<file path="config.mk">
export PLATFORM = sky130hd
export DESIGN_NAME = sha3_sponge_ctrl_flat
export DESIGN_NICKNAME = d
export VERILOG_FILES = /design/src/rtl/sha3_pkg.sv /design/src/rtl/sha3_sponge_ctrl_if.sv /design/src/rtl/sha3_pad_gen.sv /design/src/rtl/sha3_sponge_ctrl.sv /design/src/flat_wrapper.sv
export SDC_FILE = /design/constraint.sdc
export NUM_CORES = 2
export LEC_CHECK = 0
export ABC_AREA = 1
export CORE_AREA = 10 10 620 622
export CTS_CLUSTER_SIZE = 24
export DETAILED_ROUTE_END_ITERATION = 8
export DIE_AREA = 0 0 630 632
export GPL_TIMING_DRIVEN = 0
export RECOVER_POWER = 100
export SETUP_SLACK_MARGIN = 0.3
export SYNTH_ARGS = -nofsm -noshare
export SYNTH_HDL_FRONTEND = slang
export SYNTH_SLANG_ARGS = --single-unit
</file>
<file path="constraint.sdc">
create_clock -name clk -period 5.9 [get_ports clk]
set_input_delay 0.885 -clock clk [delete_from_list [all_inputs] [get_ports clk]]
set_output_delay 0.885 -clock clk [all_outputs]
set_load 0.01 [all_outputs]
</file>
<file path="src/rtl/sha3_pkg.sv">
// sha3_pkg: shared types and constants for the SHA-3 sponge controller (KECCAK_LEGACY_PAD_EN selects Keccak padding)
package sha3_pkg;

    typedef enum logic [1:0] {FILL, PAD, ABSORB, DONE} sha3_ctrl_state_t;

`ifdef KECCAK_LEGACY_PAD_EN
    localparam logic [7:0] SHA3_PAD_FIRST = 8'h01;
`else
    localparam logic [7:0] SHA3_PAD_FIRST = 8'h06;
`endif
    localparam logic [7:0] SHA3_PAD_LAST = 8'h80;

    function automatic int sha3_rate(input int d);
        return 1600 - 2 * d;
    endfunction

endpackage

</file>
<file path="src/rtl/sha3_sponge_ctrl_if.sv">
// sha3_sponge_ctrl_if: byte stream, digest and keccak core signals of the sponge controller
interface sha3_sponge_ctrl_if #(
    parameter int D = 256,
    parameter int R = 1600 - 2 * D
);
    logic         in_valid;
    logic         in_ready;
    logic [7:0]   in_data;
    logic         in_last;
    logic         in_empty;
    logic         digest_valid;
    logic         digest_ready;
    logic [D-1:0] digest;
    logic         core_init;
    logic         core_start;
    logic [R-1:0] core_block;
    logic         core_done;
    logic [D-1:0] core_digest;

    modport slave (
        input  in_valid, in_data, in_last, in_empty, digest_ready, core_done, core_digest,
        output in_ready, digest_valid, digest, core_init, core_start, core_block
    );

    modport master (
        output in_valid, in_data, in_last, in_empty, digest_ready, core_done, core_digest,
        input  in_ready, digest_valid, digest, core_init, core_start, core_block
    );
endinterface

</file>
<file path="src/rtl/sha3_pad_gen.sv">
// sha3_pad_gen: applies multi-rate padding to a partially filled rate block starting at byte idx_i
module sha3_pad_gen import sha3_pkg::*; #(
    parameter int R = 1088
) (
    input  logic [$clog2(R/8+1)-1:0] idx_i,
    input  logic [R-1:0]             blk_i,
    output logic [R-1:0]             blk_o
);
    localparam int RB = R / 8;

    // keep data below idx, drop the rest, then xor in the first and last pad bytes (they merge when idx is RB-1)
    always_comb begin
        blk_o = '0;
        for (int k = 0; k < RB; k++)
            blk_o[8*k +: 8] = (k < int'(idx_i) ? blk_i[8*k +: 8] : 8'h00)
                            ^ (k == int'(idx_i) ? SHA3_PAD_FIRST : 8'h00)
                            ^ (k == RB - 1 ? SHA3_PAD_LAST : 8'h00);
    end
endmodule

</file>
<file path="src/rtl/sha3_sponge_ctrl.sv">
// sha3_sponge_ctrl: packs a byte stream into rate blocks, pads, sequences keccak absorbs and returns the digest (KECCAK_LEGACY_PAD_EN selects Keccak padding)
module sha3_sponge_ctrl import sha3_pkg::*; #(
    parameter int D = 256,
    parameter int R = sha3_rate(D)
) (
    input logic               clk,
    input logic               reset_n,
    sha3_sponge_ctrl_if.slave bus
);
    localparam int RB = R / 8;
    localparam int IW = $clog2(RB + 1);
    localparam logic [IW-1:0] RB_I = IW'(RB);

    sha3_ctrl_state_t state_q, state_d;
    logic [IW-1:0]    idx_q, idx_d, idx_inc;
    logic [R-1:0]     buf_q, buf_d, padded;
    logic [D-1:0]     dig_q, dig_d;
    logic             final_q, final_d, pend_q, pend_d;
    logic             start_q, start_d, init_q, init_d, rdy_q, rdy_d;
    logic             take, write, done_ok, full;

    sha3_pad_gen #(.R(R)) u_pad (.idx_i(idx_q), .blk_i(buf_q), .blk_o(padded));

    assign take    = bus.in_valid & rdy_q;
    assign write   = !(bus.in_last && bus.in_empty);
    assign idx_inc = idx_q + IW'(1);
    assign full    = idx_inc == RB_I;
    assign done_ok = state_q == ABSORB && !start_q && bus.core_done;

    assign bus.in_ready     = rdy_q;
    assign bus.digest_valid = state_q == DONE;
    assign bus.digest       = dig_q;
    assign bus.core_init    = init_q;
    assign bus.core_start   = start_q;
    assign bus.core_block   = buf_q;

    // next state: byte packing, padding, absorb sequencing and digest handoff
    always_comb begin
        state_d = state_q;
        idx_d   = idx_q;
        buf_d   = buf_q;
        final_d = final_q;
        pend_d  = pend_q;
        dig_d   = dig_q;
        case (state_q)
            FILL: if (take) begin
                if (write) begin
                    buf_d[{idx_q, 3'b000} +: 8] = bus.in_data;
                    idx_d = idx_inc;
                end
                state_d = (write && full) ? ABSORB : bus.in_last ? PAD : FILL;
                pend_d  = write && full && bus.in_last;
            end
            PAD: begin
                buf_d   = padded;
                final_d = 1'b1;
                pend_d  = 1'b0;
                state_d = ABSORB;
            end
            ABSORB: if (done_ok) begin
                state_d = final_q ? DONE : pend_q ? PAD : FILL;
                dig_d   = final_q ? bus.core_digest : dig_q;
                buf_d   = final_q ? buf_q : '0;
                idx_d   = final_q ? idx_q : '0;
            end
            DONE: if (bus.digest_ready) begin
                state_d = FILL;
                buf_d   = '0;
                idx_d   = '0;
                final_d = 1'b0;
            end
            default: state_d = FILL;
        endcase
        start_d = state_d == ABSORB && state_q != ABSORB;
        init_d  = state_q == DONE && bus.digest_ready;
        rdy_d   = state_d == FILL;
    end

    // state register; reset aborts any message in flight and clears the core
    always_ff @(posedge clk) begin
        if (!reset_n) begin
            state_q <= FILL;
            idx_q   <= '0;
            buf_q   <= '0;
            dig_q   <= '0;
            final_q <= 1'b0;
            pend_q  <= 1'b0;
            start_q <= 1'b0;
            init_q  <= 1'b1;
            rdy_q   <= 1'b0;
        end else begin
            state_q <= state_d;
            idx_q   <= idx_d;
            buf_q   <= buf_d;
            dig_q   <= dig_d;
            final_q <= final_d;
            pend_q  <= pend_d;
            start_q <= start_d;
            init_q  <= init_d;
            rdy_q   <= rdy_d;
        end
    end
endmodule

</file>
<file path="src/flat_wrapper.sv">
// flat-port wrapper written by rule: the top's interface ports become plain ports
module sha3_sponge_ctrl_flat import sha3_pkg::*;
#(
    parameter int D = 256,
    parameter int R = sha3_rate(D)
)
  (clk, reset_n, bus_in_valid, bus_in_data, bus_in_last, bus_in_empty, bus_digest_ready, bus_core_done, bus_core_digest, bus_in_ready, bus_digest_valid, bus_digest, bus_core_init, bus_core_start, bus_core_block);
  sha3_sponge_ctrl_if #(.D(D), .R(R)) bus_i ();
  input logic clk;
  input logic reset_n;
  input wire logic [$bits(bus_i.in_valid)-1:0] bus_in_valid;
  input wire logic [$bits(bus_i.in_data)-1:0] bus_in_data;
  input wire logic [$bits(bus_i.in_last)-1:0] bus_in_last;
  input wire logic [$bits(bus_i.in_empty)-1:0] bus_in_empty;
  input wire logic [$bits(bus_i.digest_ready)-1:0] bus_digest_ready;
  input wire logic [$bits(bus_i.core_done)-1:0] bus_core_done;
  input wire logic [$bits(bus_i.core_digest)-1:0] bus_core_digest;
  output wire logic [$bits(bus_i.in_ready)-1:0] bus_in_ready;
  output wire logic [$bits(bus_i.digest_valid)-1:0] bus_digest_valid;
  output wire logic [$bits(bus_i.digest)-1:0] bus_digest;
  output wire logic [$bits(bus_i.core_init)-1:0] bus_core_init;
  output wire logic [$bits(bus_i.core_start)-1:0] bus_core_start;
  output wire logic [$bits(bus_i.core_block)-1:0] bus_core_block;
  assign bus_i.in_valid = bus_in_valid;
  assign bus_i.in_data = bus_in_data;
  assign bus_i.in_last = bus_in_last;
  assign bus_i.in_empty = bus_in_empty;
  assign bus_i.digest_ready = bus_digest_ready;
  assign bus_i.core_done = bus_core_done;
  assign bus_i.core_digest = bus_core_digest;
  assign bus_in_ready = bus_i.in_ready;
  assign bus_digest_valid = bus_i.digest_valid;
  assign bus_digest = bus_i.digest;
  assign bus_core_init = bus_i.core_init;
  assign bus_core_start = bus_i.core_start;
  assign bus_core_block = bus_i.core_block;
  sha3_sponge_ctrl #(.D(D), .R(R)) u_core (.clk(clk), .reset_n(reset_n), .bus(bus_i));
endmodule
</file>
**Yosys cells after proc, flatten, opt, wreduce, memory -nomap -nowiden**

Index checks and enable logic that the tools add are counted.
Widths: inputs -> output; s select.

- Input port bits: 271
- Logic and storage cells: 750
- Output and inout port bits: 1348
- Register bits after elaboration: 1359

- Shifts and indexed selects: 2
- Eq/ne operators: 146
- Add/subtract/negate cells: 2
- Reduce and logical (&&, ||, !) cells: 20
- Muxes and demuxes: 297
- Bitwise logic cells: 138
- Order comparisons: 136

Operators by type and width:

| cell | count |
|---|---|
| $mux 1088 | 5 |
| $pmux 1088 s4 | 1 |
| $mux 8 | 141 |
| $bwmux 1088 | 1 |
| $shift 8x13->1088 const A | 1 |
| $shiftx 8x13->1088 | 1 |
| $xor 8x3->8 | 117 |
| $eq 8x8->1 const A | 72 |
| $lt 7x8->1 const A | 64 |
| $mux 3 | 136 |
| $eq 7x8->1 const A | 32 |
| $lt 6x8->1 const A | 32 |
| $xor 8x8->8 | 19 |
| $eq 6x8->1 const A | 16 |
| $lt 5x8->1 const A | 16 |
| $eq 5x8->1 const A | 8 |
| $lt 4x8->1 const A | 8 |
| $lt 8x8->1 const A | 8 |
| $eq 4x8->1 const A | 4 |
| $lt 3x8->1 const A | 4 |
| $pmux 8 s3 | 1 |
| $eq 3x8->1 const A | 2 |
| $lt 1x8->1 const A | 2 |
| $lt 2x8->1 const A | 2 |
| other kinds (24) | 48 |

**Depth between registers and ports, before layout**

- Depth after elaboration: 8
- Depth in mapped cells: 19
- Depth with buffers taken out: 18

**Modules after synthesis**

Synthesis repeated with hierarchy kept, for this count alone.

- Cell total of the unflattened synthesis: 14275
- Area total of the unflattened synthesis: 80895.1 sq um

By module, submodules not included:

| module | cells an instance | seq. area each (sq um) | area each (sq um) | instances |
|---|---|---|---|---|
| sha3_sponge_ctrl | 11675 | 27206.1 | 70407.5 | 1 |
| sha3_pad_gen | 2600 | 0.0 | 10487.6 | 1 |

**Least setup slack after synthesis**

Ideal clock, no wire load.

- Path kind: flip-flop to flip-flop
- Start point: reg u_core.idx_q[0]
- End point: reg u_core.buf_q[192] (netlist: u_core.bus.core_block[192])
- Path buffers: 2
- Setup time: 0.129 ns
- Slack: 3.214 ns
- Data arrival time: 2.557 ns
- Required time: 5.771 ns
- Cell stages (with the launch flop): 15
- Clock period less this slack: 2.686 ns
- Path through: dfxtp_1 -> inv_1 -> buf_2 -> ha_1 -> inv_1 -> clkbuf_1 -> nand2_1 -> nor2_2 -> nand3_1 -> nor2_1 -> nand2_1 -> nand2_1 -> nand2_1 -> nor2_1 -> a21oi_1

- Word-level cells in the longest chain between the ends: 6
- Elaborated cells between the ends (all ways): 10
- Those cells by class: add/sub (1); order compare (1); shift (2); mux (5); bitwise (1)

Ends and longest elaborated chain:

| item | line | source |
|---|---|---|
| from (decl) | sha3_sponge_ctrl.sv:15 | `logic [IW-1:0] idx_q, idx_d, idx_inc;` |
| from (signal assigned) | sha3_sponge_ctrl.sv:93 | `idx_q <= idx_d;` |
| $neg 11->13 | sha3_sponge_ctrl.sv:48 | `buf_d[{idx_q, 3'b000} +: 8] = bus.in_data;` |
| $shiftx 8x13->1088 or $shift 8x13->1088 (tied branches) | sha3_sponge_ctrl.sv:48 |  |
| $bwmux 1088 | sha3_sponge_ctrl.sv:48 |  |
| $mux 1088 | sha3_sponge_ctrl.sv:47 | `if (write) begin` |
| $mux 1088 | sha3_sponge_ctrl.sv:46 | `FILL: if (take) begin` |
| $pmux 1088 s4 * | sha3_sponge_ctrl.sv:45 | `case (state_q)` |
| to (signal assigned) | sha3_sponge_ctrl.sv:94 | `buf_q <= buf_d;` |
| to (decl) | sha3_sponge_ctrl.sv:16 | `logic [R-1:0] buf_q, buf_d, padded;` |

Every way passes the cells marked *; elsewhere a longest branch is shown, timed or not. The select of a mux whose other input is x is not followed.
A chain may end at the register's enable or synchronous reset.

==> metrics <==
Mapped Area=65,000 µm²; initial core utilization=17.5%; VDD IR max=226 µV; fin util=25.4%; Root Driver=clkbuf_16; Synth area leaders=dfxtp_1 42%, nor2_1 13%, nand2_1 11%, o21ai_0 9.0%, nand3_1 5.9%; mean post-synth cell area=6.40 µm²; Vias/cell=5.13; CTS buffer count=185; WL/cell=46.1 µm; dpl ws=-312 ps; Post-CTS Setup Repair Bufs=0; distinct cell type count after synthesis=49; Mapped Nets=10,400; area leader, netlist=dfxtp_1; CTS sink count=1,359; vias=88,200; gr usage total=37.5%; critical hold path startpoint=u_core.bus.core_block[235]$_SDFFE_PN0P_; H-tree levels=4; Final Hold Violating Endpoints=0; Residual DRC=0; Slew Limit Headroom=-46.5%; Worst Setup Path Type=register to register; DRT antenna net count=0; Async SR Flop Fraction=0%; GR Overflow Total=0; top-count cell post-synth=nor2_1; Synth Register Bits=1,359; Synth Warn #=0; Reg clk slew, reported paths=60 ps; IO buf count=1,617; CTS Hold Bufs=0; Worst setup EP type=register; initial antenna violation count=145; core area=371,000 µm²; CP required=6770 ps; Worst-Skew Late Latency=970 ps; leak pwr=42.4 nW; Clock Skew=67.8 ps; Rows=224; WHS Endpoint=u_core.bus.core_block[235]$_SDFFE_PN0P_; Critical Path Start=u_core.idx_q[0]$_SDFFE_PN0P_; largest net degree at the start of global routing=14; PwrDens=267 nW/µm²; post-route setup TNS=-3840 ps; Max stage delay on crit path=1880 ps; Die Span Y=632 µm; EDFF count, synth=0; NumNets Final=12,300; min Tclk post-route=6090 ps; Synth top area share=41.9%; Commonest cells post-synth=2,301 x nor2_1, 1,934 x nand2_1, 1,359 x dfxtp_1, 1,174 x o21ai_0, 793 x inv_1; RSZ-0062 raised after global routing=no; CP arrival=6960 ps; outcome=finished, violations left; width of the chip=630 µm; via count of the first global-routing pass=79,900; CP Max Fanout=11; Hold Path Class=register to register; Final Cycle Share=103%; Mapped Cells=10,100; CP Cell Sequence=inv_1 -> buf_2 -> ha_1 -> nand4_1 -> nand2_1 -> inv_1 -> clkbuf_1 -> nor3_1 -> buf_16 -> nand3_1 -> nand2_1 -> nor2_1 -> nor2_1; TritonCTS clock tree=yes; initial drt markers=12,900; layout cell share with drive strength beyond 1=4.66%; Seq/Total Area, Yosys=41.9%; Max-Cap Viols=41; Slew Viols, Final=355; final instance area=94,300 µm²; FMAX=164 MHz; CP bufs+invs=5; drt total wl=792,000 µm; # IOs=1,619; R2R setup slack=-190 ps; drt pass-1 iters=8; Hold Path Stages=2; global-route wire length before repair=960,000 µm; final worst slack=-185 ps; Crit path max-delay family=simple AND/OR/NAND/NOR gates; crit start category=register; Clock Path Buffers=4; failing checks=capacitance limit, slew limit, setup timing; placed inst area=87,900 µm²; R2R Path Start=u_core.idx_q[0]$_SDFFE_PN0P_; Slowest-stage cell, CP=nor3_1; synth-to-layout area growth=45.2%; Top FF cell, synth=dfxtp_1; die area=398,000 µm²; hpwl dp=668,000 µm; slew of the pin with the lowest slew margin=2180 ps; Reg2Reg Depth=13; Final setup viols=72; filler cell count in the final layout=42,100; Routability Congestion=1.12
## per-stage QoR
| step | cells | hold WS, ps | total power, mW |
|---|---|---|---|
| final | 17200 | 443 | 25.2 |
| after global routing | 17100 | 459 | 25.3 |
| after CTS | 17100 | 447 | 24.9 |
| after detailed placement | 16800 | 435 | 12.9 |
| after global placement | 16700 | 432 | 12.9 |
| after floorplan | 10100 | 446 | 10.6 |
## report_power, final
part           switching (mW)  internal (mW)
Clock                    5.31           6.94
Sequential             0.0619           9.23
Combinational            3.07          0.571
Total                    8.44           16.7
## kinds of logic after synthesis
group,synth area share (%)
xor+xnor,0.0944
simple gates,32.9
compound gates,16.8
fa+ha+maj,0.0963
flops,41.9
buf+inv,8.28
## metal layers
layer / vias to the layer above / wire length [µm] / share of wire [%] / track usage, %
li1: 36600 / - / - / -
met3: 1825 / 98500 / 12 / 16.2
met1: 43100 / 286000 / 36 / 42.0
met2: 6593 / 319000 / 40 / 53.9
met5: - / 252 / 0.032 / 0
met4: 36 / 88600 / 11 / 33.1
## cell usage in the layout (no fill, tap or decap), types with 13 or more instances in the layout
cell and count:
nor3_1 130, buf_2 94, clkbuf_1 391, nor2_2 24
o22ai_1 87, a211oi_1 15, clkinv_1 14, o21ai_1 39
buf_1 29, dfxtp_1 1359, o21ai_0 1174, clkbuf_8 32
clkbuf_16 189, nor2_1 2295, and3_1 24, bufinv_16 15
clkbuf_2 72, a31oi_1 15, clkinv_2 26, clkinvlp_4 13
a21oi_1 760, diode_2 105, nand2_1 1931, dlygate4sd3_1 1350
clkdlybuf4s50_1 267, nand4_1 38, nand3_1 770, inv_1 804
a22oi_1 14, buf_4 13
## layout make-up
type	instances	area, µm²	share of cell area (%)
flip-flops and latches	1359	27200	28.8
multi-input cells	7404	32400	34.4
diodes	105	263	0.279
clock inverters	70	862	0.914
plain buffers	559	2360	2.50
well taps	4972	6220	6.59
clock buffers	259	5310	5.63
repair buffers	1642	16600	17.6
inverters	827	3110	3.29
## how the worst max path moves through the flow
stage,end,slack (ps),depth (start not counted)
after floorplan,u_core.bus.core_block[192]$_SDFFE_PN0P_,3210,14
after global placement,u_core.bus.core_block[582]$_SDFFE_PN0P_,-440,12
after detailed placement,u_core.bus.core_block[183]$_SDFFE_PN0P_,-310,12
after CTS,u_core.bus.core_block[675]$_SDFFE_PN0P_,280,15
after global routing,u_core.bus.core_block[467]$_SDFFE_PN0P_,160,14
final,register,-190,13
## tightest hold or removal path: stages (launching register included)
cell and delay, ps:
dfxtp_1 310, inv_1 40, a21oi_1 50
## repair_timing
action / in CTS / in global routing
hold endpoints to repair: 0 / 0
gates resized for setup: 13 / 27
endpoints found under the setup margin: 154 / 81
cloned: 0 / 0
Power figures use the tool's default switching activity.
